### config.mk
export PLATFORM = sky130hd
export DESIGN_NAME = full_subtractor_core
export DESIGN_NICKNAME = d
export VERILOG_FILES = /design/src/rtl/full_subtractor_core.sv
export SDC_FILE = /design/constraint.sdc
export NUM_CORES = 1
export LEC_CHECK = 0
export ABC_AREA = 0
export CAP_MARGIN = 20
export CORE_AREA = 2 2 39 41
export CTS_BUF_LIST = sky130_fd_sc_hd__clkbuf_8
export DETAILED_ROUTE_END_ITERATION = 10
export DIE_AREA = 0 0 41 43
export GPL_ROUTABILITY_DRIVEN = 0
export SYNTH_ARGS = -nofsm -noshare
export SYNTH_HDL_FRONTEND = slang
export SYNTH_SLANG_ARGS = --single-unit
export TNS_END_PERCENT = 20
### constraint.sdc
create_clock -name clk -period 1.4 [get_ports clk]
set_clock_uncertainty 0.1 [all_clocks]
set_input_delay 0.35 -clock clk [delete_from_list [all_inputs] [get_ports clk]]
set_output_delay 0.35 -clock clk [all_outputs]
set_load 0.02 [all_outputs]
### src/rtl/full_subtractor_core.sv
// Registered ripple-borrow full subtractor: {Bout, Difference} = {0,A} - {0,B} - Bin.
// The borrow chain is built from WIDTH explicit one-bit cells. The result is
// registered one clock after a valid input.
// Optional feature: define FULL_SUB_OVF_EN to add a registered two's-complement
// overflow flag (Ovf).

// One bit of the borrow chain: difference bit and borrow to the next bit.
module full_subtractor_cell (
    input  logic a,
    input  logic b,
    input  logic bi,
    output logic d,
    output logic bo
);
    assign d  = a ^ b ^ bi;
    assign bo = (~a & b) | (~(a ^ b) & bi);
endmodule

module full_subtractor_core #(
    parameter int WIDTH = 1
) (
    input  logic             clk,
    input  logic             rst,
    input  logic             in_valid,
    input  logic [WIDTH-1:0] A,
    input  logic [WIDTH-1:0] B,
    input  logic             Bin,
    output logic             out_valid,
    output logic [WIDTH-1:0] Difference,
`ifdef FULL_SUB_OVF_EN
    output logic             Ovf,
`endif
    output logic             Bout
);
    // brw[i] is the borrow into bit i; brw[WIDTH] is the final borrow out
    logic [WIDTH:0]   brw;
    logic [WIDTH-1:0] dif;

    assign brw[0] = Bin;

    genvar i;
    generate
        for (i = 0; i < WIDTH; i++) begin : g_cell
            full_subtractor_cell u_cell (
                .a  (A[i]),
                .b  (B[i]),
                .bi (brw[i]),
                .d  (dif[i]),
                .bo (brw[i+1])
            );
        end
    endgenerate

    // Result register: reset clears, valid captures, idle holds the last result
    always_ff @(posedge clk) begin
        if (rst) begin
            out_valid  <= 1'b0;
            Difference <= '0;
            Bout       <= 1'b0;
        end else begin
            out_valid <= in_valid;
            if (in_valid) begin
                Difference <= dif;
                Bout       <= brw[WIDTH];
            end
        end
    end

`ifdef FULL_SUB_OVF_EN
    // Signed overflow: borrow into the sign bit differs from borrow out of it
    always_ff @(posedge clk) begin
        if (rst)
            Ovf <= 1'b0;
        else if (in_valid)
            Ovf <= brw[WIDTH] ^ brw[WIDTH-1];
    end
`endif

endmodule

### Word-level counts from Yosys, hierarchy flattened

Cells that the tools add are included.

* flip-flop bits (word level): 3
* input bits: 6
* output and inout bits: 3
* logic and storage cells: 10

* bitwise operators: 7

Operators by type and width (count)
* 1-bit AND: 2
* 1-bit inverter: 2
* 1-bit bitwise XOR: 2
* 1-bit OR: 1

### Depth between registers and ports, before layout

Gate-level depths: netlist of run 1.

* depth in word-level cells: 4
* mapped depth: 4

### Hierarchy

A second synthesis of run 1 with hierarchy kept.

* cell total of the unflattened synthesis: 12
* area, all modules: 125.1 um^2

By module, submodules not included
* full_subtractor_core: instances 1, cells an instance 8, area each 93.8 um^2, sequential area each 60.1 um^2
* full_subtractor_cell: instances 1, cells an instance 4, area each 31.3 um^2, sequential area each 0.0 um^2

### Worst setup path before layout of run 1

Ideal clock, no wire load.

* path kind: input -> register
* start point: input port B
* end point: register Difference
* setup time: 0.114 ns
* arrival: 0.984 ns
* data required time: 1.186 ns
* path slack: 0.202 ns
* stages: 4
* path buffers: 0
* cell sequence: inv_1 -> fa_1 -> mux2i_1 -> nor2_1

* cells in the longest elaborated chain, start to end: 2

Ends and longest elaborated chain
* start: declaration: line 26 `input logic [WIDTH-1:0] B,`
* 1-bit bitwise XOR (2 in a row): line 15 `assign d = a ^ b ^ bi;`
* net dif: line 37 `logic [WIDTH-1:0] dif;`
* end signal: assignment: line 63 `Difference <= dif;`
* end: declaration: line 29 `output logic [WIDTH-1:0] Difference,`

The timed path passes the listed nets, and every way through them passes these cells.
A chain may end at the register's enable or synchronous reset.

### Worst setup path in the final report of run 1

* start point: register Bout
* end point: output port Bout

RTL lines
* start: declaration: line 33 `output logic Bout`
* start signal: assignment: line 64 `Bout <= brw[WIDTH];`

No word-level cell between the ends.

==> impl_summary.log, run 1 <==
INFO  metric drt_pass1_iterations = 2
INFO  metric netlist_instances = 11
INFO  metric grt_first_pass_wirelength = 345 um
INFO  metric timing.critical_path.buf_inv = 1
INFO  metric timing.hold.worst_path_depth = 2
INFO  metric crit_required = 0.95 ns
INFO  metric die-height = 43 um
INFO  metric cts-root-to-sink-buffers = 2
INFO  metric fmaxAchievable = 768 MHz
INFO  metric routed_wirelength = 284 um
INFO  metric synthesis.nets = 18
INFO  metric globalRouteTotalUtil = 0.0412
INFO  metric ys_ff_latch = 3
INFO  metric setup.worst_path.start_class = flop
INFO  metric setup_viol = 0
INFO  metric critical_path_peak_fanout = 2
INFO  metric finalHoldViolCount = 0
INFO  metric startpoint_of_the_lowest_slack_register_to_register_path = Bout
INFO  metric cp_cell_sequence = dlygate4sd2_1
INFO  metric grt-ovfl-total = 0
INFO  metric biggest_cell_delay_along_the_critical_path = 0.33 ns
INFO  metric clk_latency = 0.21 ns
INFO  metric timing.critical_path.max_delay_family = buffers and inverters
INFO  metric first_global_vias = 103
INFO  metric power.leakage = 0.000149 uW
INFO  metric placed_area = 219 sq um
INFO  metric drc = 0
INFO  metric antenna_found_initial = 0
INFO  metric number_of_diodes_added_for_antenna_fixing = 0
INFO  metric fin_worst_hold_slack = 0.382 ns
INFO  metric status = finished clean
INFO  metric design.core.area = 1380 sq um
INFO  metric initial_core_util = 0.0859
INFO  metric ios = 9
INFO  metric placement.io_buffers = 8
INFO  metric r2r-end = Bout
INFO  metric syn_avg_cell_area = 10.8 sq um
INFO  metric count_of_standard_cell_rows = 14
INFO  metric worst_ir_drop_vdd = 162 uV
INFO  metric min_period = 1.30 ns
INFO  metric detailedPlace.worstSlack = -0.315 ns
INFO  metric chipWidth = 41 um
INFO  metric clkTransAtPathRegs = 0.03 ns
INFO  metric max-slew-margin-rel = 0.862
INFO  metric worstMarginPinSlew = 0.208 ns
INFO  metric crit_path_top_delay_cell = sky130_fd_sc_hd__dlygate4sd2_1
INFO  metric min_path_type = reg2reg
INFO  metric synthesis.yosys.warnings = 0
INFO  metric die_area = 1760 sq um
INFO  metric grt_max_degree = 5
INFO  metric final.period_utilization = 0.930
INFO  metric power_density = 1430 nW/um^2
INFO  metric cts-buffers-inserted = 3
INFO  metric post_route_cells_drive_above_1_share = 0.217
INFO  metric finalInstanceArea = 268 sq um
INFO  metric critPathArrivalTime = 0.85 ns
INFO  metric detail-route-antenna-nets = 0
INFO  metric number_of_cells_traversed_by_the_worst_register_to_register_path = 2
INFO  metric worst_setup_path_end_kind = output port
INFO  metric areaGrowthSynthToFinish = 125%
INFO  metric vias = 117
INFO  metric drt_iter0_drc = 1
INFO  metric count_of_different_cell_masters_after_synthesis = 7
INFO  metric clock_tree.root_cell = sky130_fd_sc_hd__clkbuf_8
INFO  metric reg2reg_slack = 0.67 ns
INFO  metric timing.setup.critical_path_class = reg2out
INFO  metric drv.max_cap_violation_count = 0
INFO  metric post_drt_wl_per_cell = 7.28 um
INFO  metric hold_path_end = Difference
INFO  metric cts.sink_count = 3
INFO  metric tns = 0 ns
INFO  metric finish.net_count = 31
INFO  metric tritoncts = done
INFO  metric mappedNetlistArea = 119 sq um
INFO  metric timing.final.max_slew_violations = 0
INFO  metric synth_sequential_area_ratio = 0.505
INFO  metric timing.final.ws_setup = 0.0975 ns
INFO  metric totalPowerFinal = 384 uW
INFO  metric worst_hold_startpoint = Difference
INFO  metric rsz0062_at_grt = no
INFO  metric post_drt_via_cell_ratio = 3.00
INFO  metric cts_max_level = 1
INFO  metric cts_post_setup_buffers_inserted = 0
tightest hold or removal path: stages (launching register included):
cell                      delay (ns)
sky130_fd_sc_hd__dfxtp_1        0.31
sky130_fd_sc_hd__mux2i_1        0.06
sky130_fd_sc_hd__nor2_1         0.07
worst max path at each step:
stage / from / end / depth (start not counted)
6_report: Bout / Bout / 1
5_1_grt: Bout / Bout / 1
4_1_cts: Bin / Difference / 5
3_5_place_dp: B / Difference / 5
3_3_place_gp: B / Difference / 5
2_1_floorplan: B / Difference / 4
cell families after synthesis:
family,Yosys count,synth area share
AOI/OAI and AO/OA,1,0.0632
adders and majority gates,1,0.168
buffers and inverters,2,0.0632
DFF,3,0.505
muxes,1,0.0842
and+or+nand+nor,3,0.116
synthesized netlist by cell type (all sizes together):
library cell  instances  share of area
mux2i                 1          0.084
dfxtp                 3           0.51
fa                    1           0.17
inv                   2          0.063
a211oi                1          0.063
nor2                  2          0.063
nor2b                 1          0.053
metrics by stage:
stage                     std cells   util
final                            39  0.193
after global routing             39  0.193
after CTS                        39  0.188
after detailed placement         35  0.158
after global placement           35  0.158
after floorplan                  11      -
registers in the layout (all words and copies together) (netlist names):
signal,flops
out_valid,1
Bout,1
Difference,1
layer usage:
layer | share of wire | wire [um] | GRT usage
met1 | 0.41 | 117 | 0.0355
met2 | 0.36 | 103 | 0.0281
met3 | 0.19 | 54 | 0.0157
met4 | 0.032 | 9 | 0.120
met5 | 0 | 0 | 0
power by group:
part | leakage, uW | internal, uW | switching [uW]
logic | 0.0000969 | 24.6 | 21.7
clock network | 0.0000269 | 187 | 56.0
registers | 0.0000249 | 92.6 | 2.17
cell type report:
type                            instances  area, sq um
Fill cell                             156         1120
Timing Repair Buffer                    8         83.8
Sequential cell                         3         60.1
Multi-Input combinational cell          6         51.3
Clock buffer                            3         41.3
Tap cell                               16         20.0
Inverter                                2         7.51
Clock inverter                          1         3.75
placed cells by master (no fill, tap or decap), drive strengths merged:
master and n:
a211oi 1, nor2 2, inv 3, fa 1, clkbuf 3, clkdlybuf4s50 2
mux2i 1, dfxtp 3, dlygate4sd2 3, dlymetal6s2s 3, nor2b 1
repair_timing:
| action | CTS | global route |
|---|---|---|
| pin swaps | 1 | 1 |
| setup endpoints to repair | 5 | 2 |
| hold buffers | 0 | 0 |
| resized for setup | 3 | 5 |
Note: power is estimated with default switching activity, not from simulation.
==> run 2, diff against run 1 <==
--- a/constraint.sdc
+++ b/constraint.sdc
@@ -4,2 +4,2 @@
 set_output_delay 0.35 -clock clk [all_outputs]
-set_load 0.02 [all_outputs]
+set_load 0.05 [all_outputs]
==> impl_summary.log, run 2 (synthesis gave the netlist of run 1 again) <==
INFO  metric placement.io_buffers = 8 (unchanged)
INFO  metric detail-route-antenna-nets = 0 (unchanged)
INFO  metric grt-ovfl-total = 0 (unchanged)
INFO  metric worst_ir_drop_vdd = 189 uV (+16%)
INFO  metric critical_path_peak_fanout = 1 (-1)
INFO  metric design.core.area = 1380 sq um (unchanged)
INFO  metric max-slew-margin-rel = 0.892 (+0.0301)
INFO  metric ios = 9 (unchanged)
INFO  metric min_path_type = reg2reg
INFO  metric timing.setup.critical_path_class = in2reg
INFO  metric antenna_found_initial = 0 (unchanged)
INFO  metric dp_cells = 35 (unchanged)
INFO  metric final.fill_count = 153 (-1.9%)
INFO  metric cts_post_setup_buffers_inserted = 0 (unchanged)
INFO  metric clk_latency = 0.21 ns (about the same)
INFO  metric mostFrequentLayoutCells = 3 x sky130_fd_sc_hd__dfxtp_1, 3 x sky130_fd_sc_hd__clkbuf_8, 3 x sky130_fd_sc_hd__dlygate4sd2_1, 3 x sky130_fd_sc_hd__buf_12
INFO  metric post_route_cells_drive_above_1_share = 0.304 (+0.0870)
INFO  metric chipWidth = 41 um (unchanged)
INFO  metric drc = 0 (unchanged)
INFO  metric vias = 116 (-0.85%)
INFO  metric die-height = 43 um (unchanged)
INFO  metric cts-root-to-sink-buffers = 2 (unchanged)
INFO  metric instances_no_fill = 39 (unchanged)
INFO  metric drt_iter0_drc = 1 (unchanged)
INFO  metric multi_input_comb_area = 51.3 sq um (unchanged)
INFO  metric power_density = 1430 nW/um^2 (-0.36%)
INFO  metric clkTransAtPathRegs = 0.03 ns (about the same)
INFO  metric clock_tree.root_cell = sky130_fd_sc_hd__clkbuf_8
INFO  metric grt_first_pass_wirelength = 393 um (+14%)
INFO  metric layout.core_utilization = 0.210 (+0.0163)
INFO  metric globalRouteTotalUtil = 0.0462 (+0.00503)
INFO  metric p_seq_frac = 0.238 (-0.009)
INFO  metric post_drt_via_cell_ratio = 2.97 (-0.85%)
INFO  metric grt_max_degree = 5 (unchanged)
INFO  metric finalHoldViolCount = 0 (unchanged)
INFO  metric post_drt_wl_per_cell = 6.69 um (-8.1%)
INFO  metric final.period_utilization = 0.901 (-0.0296)
INFO  metric setup_viol = 0 (unchanged)
INFO  metric tritoncts = done
INFO  metric finalInstanceArea = 290 sq um (+8.4%)
INFO  metric die_area = 1760 sq um (unchanged)
INFO  metric finish.net_count = 31 (unchanged)
INFO  metric timing.final.max_slew_violations = 0 (unchanged)
INFO  metric areaGrowthSynthToFinish = 144%
INFO  metric setup.worst_path.start_class = input port
INFO  metric switching_power = 95.5 uW (+20%)
INFO  metric first_global_vias = 105 (+1.9%)
INFO  metric power.leakage = 0.000131 uW (-12%)
INFO  metric drt_pass1_iterations = 2 (unchanged)
INFO  metric placed_area = 249 sq um (+14%)
INFO  metric cts_max_level = 1 (unchanged)
INFO  metric fmaxAchievable = 793 MHz (+3.3%)
INFO  metric crit_required = 1.40 ns (+0.45 ns)
INFO  metric routed_wirelength = 261 um (-8.1%)
INFO  metric min_period = 1.26 ns (-0.0414 ns)
INFO  metric power_switching_share = 0.231 (+0.0222)
INFO  metric drv.max_cap_violation_count = 0 (unchanged)
INFO  metric internal-power = 319 uW (+5.0%)
INFO  metric status = finished clean
INFO  metric p_clk_frac = 0.582 (-0.050)
INFO  metric cts.sink_count = 3 (unchanged)
INFO  metric worst_setup_path_end_kind = flop
INFO  metric number_of_diodes_added_for_antenna_fixing = 0 (unchanged)
INFO  metric reg_top3 = Bout x1, Difference x1, out_valid x1
INFO  metric critPathArrivalTime = 1.26 ns (+0.41 ns)
INFO  metric count_of_standard_cell_rows = 14 (unchanged)
INFO  metric p_comb_frac = 0.180 (+0.059)
INFO  metric seq_area = 60.1 sq um (unchanged)
INFO  metric totalPowerFinal = 414 uW (+8.0%)
INFO  metric initial_core_util = 0.0859 (unchanged)
INFO  metric worstMarginPinSlew = 0.161 ns (-0.0469 ns)
INFO  metric rsz0062_at_grt = no
INFO  metric cts-buffers-inserted = 3 (unchanged)
==> run 2: worst paths after layout <==
check	startpoint	end	slack [ns]	cells past startpoint
worst min-delay path	Bout	Bout	0.43	2
worst min register to register	Bout	Bout	0.43	2
worst max-delay path	A	Difference	0.14	4
worst max register to register	Bout	Bout	0.61	2
==> run 2: per-layer routing <==
layer / GRT usage / vias up / part of all wire
met5: 0 / - / 0
met4: 0.100 / 0 / 0.088
li1: - / 57 / -
met3: 0.0524 / 4 / 0.24
met1: 0.0323 / 44 / 0.34
met2: 0.0344 / 11 / 0.32
==> run 2: critical path: stages <==
cell,delay (ns)
sky130_fd_sc_hd__dlygate4sd2_1,0.25
sky130_fd_sc_hd__fa_1,0.47
sky130_fd_sc_hd__mux2i_1,0.14
sky130_fd_sc_hd__nor2_1,0.05
==> run 2: final cells by class <==
| type | count | area share |
|---|---|---|
| clock buffers | 3 | 0.142 |
| flip-flops and latches | 3 | 0.207 |
| multi-input cells | 6 | 0.177 |
| repair buffers | 8 | 0.366 |
| well taps | 16 | 0.0690 |
| clock inverters | 1 | 0.0129 |
| inverters | 2 | 0.0259 |
==> run 2: through the flow <==
step	setup slack [ns]	setup TNS, ns	hold slack, ns
after floorplan	0.198	0	0.322
after global placement	-0.301	-0.560	0.433
after detailed placement	-0.311	-0.562	0.428
after CTS	0.131	0	0.432
after global routing	0.120	0	0.448
final	0.139	0	0.430
==> run 2: power by group through the flow <==
stage / Sequential (uW) / Clock (uW) / Combinational [uW]
after floorplan: 119 / 0 / 11.4
after global placement: 99.9 / 0 / 78.1
after detailed placement: 99.9 / 0 / 77.9
after CTS: 98.8 / 248 / 75.5
after global routing: 99.0 / 259 / 78.6
final: 98.6 / 241 / 74.4
==> run 2: timing repair <==
item / 4_1_cts / 5_1_grt
setup endpoints to repair: 2 / 0
hold buffers: 0 / 0
resized for setup: 4 / 0
==> run 3, diff against run 2 <==
- CAP_MARGIN: 20 -> not set
- SLEW_MARGIN: not set -> 0
==> results of run 3 <==
Final layout, timing and power as in run 2 (identical DEF).
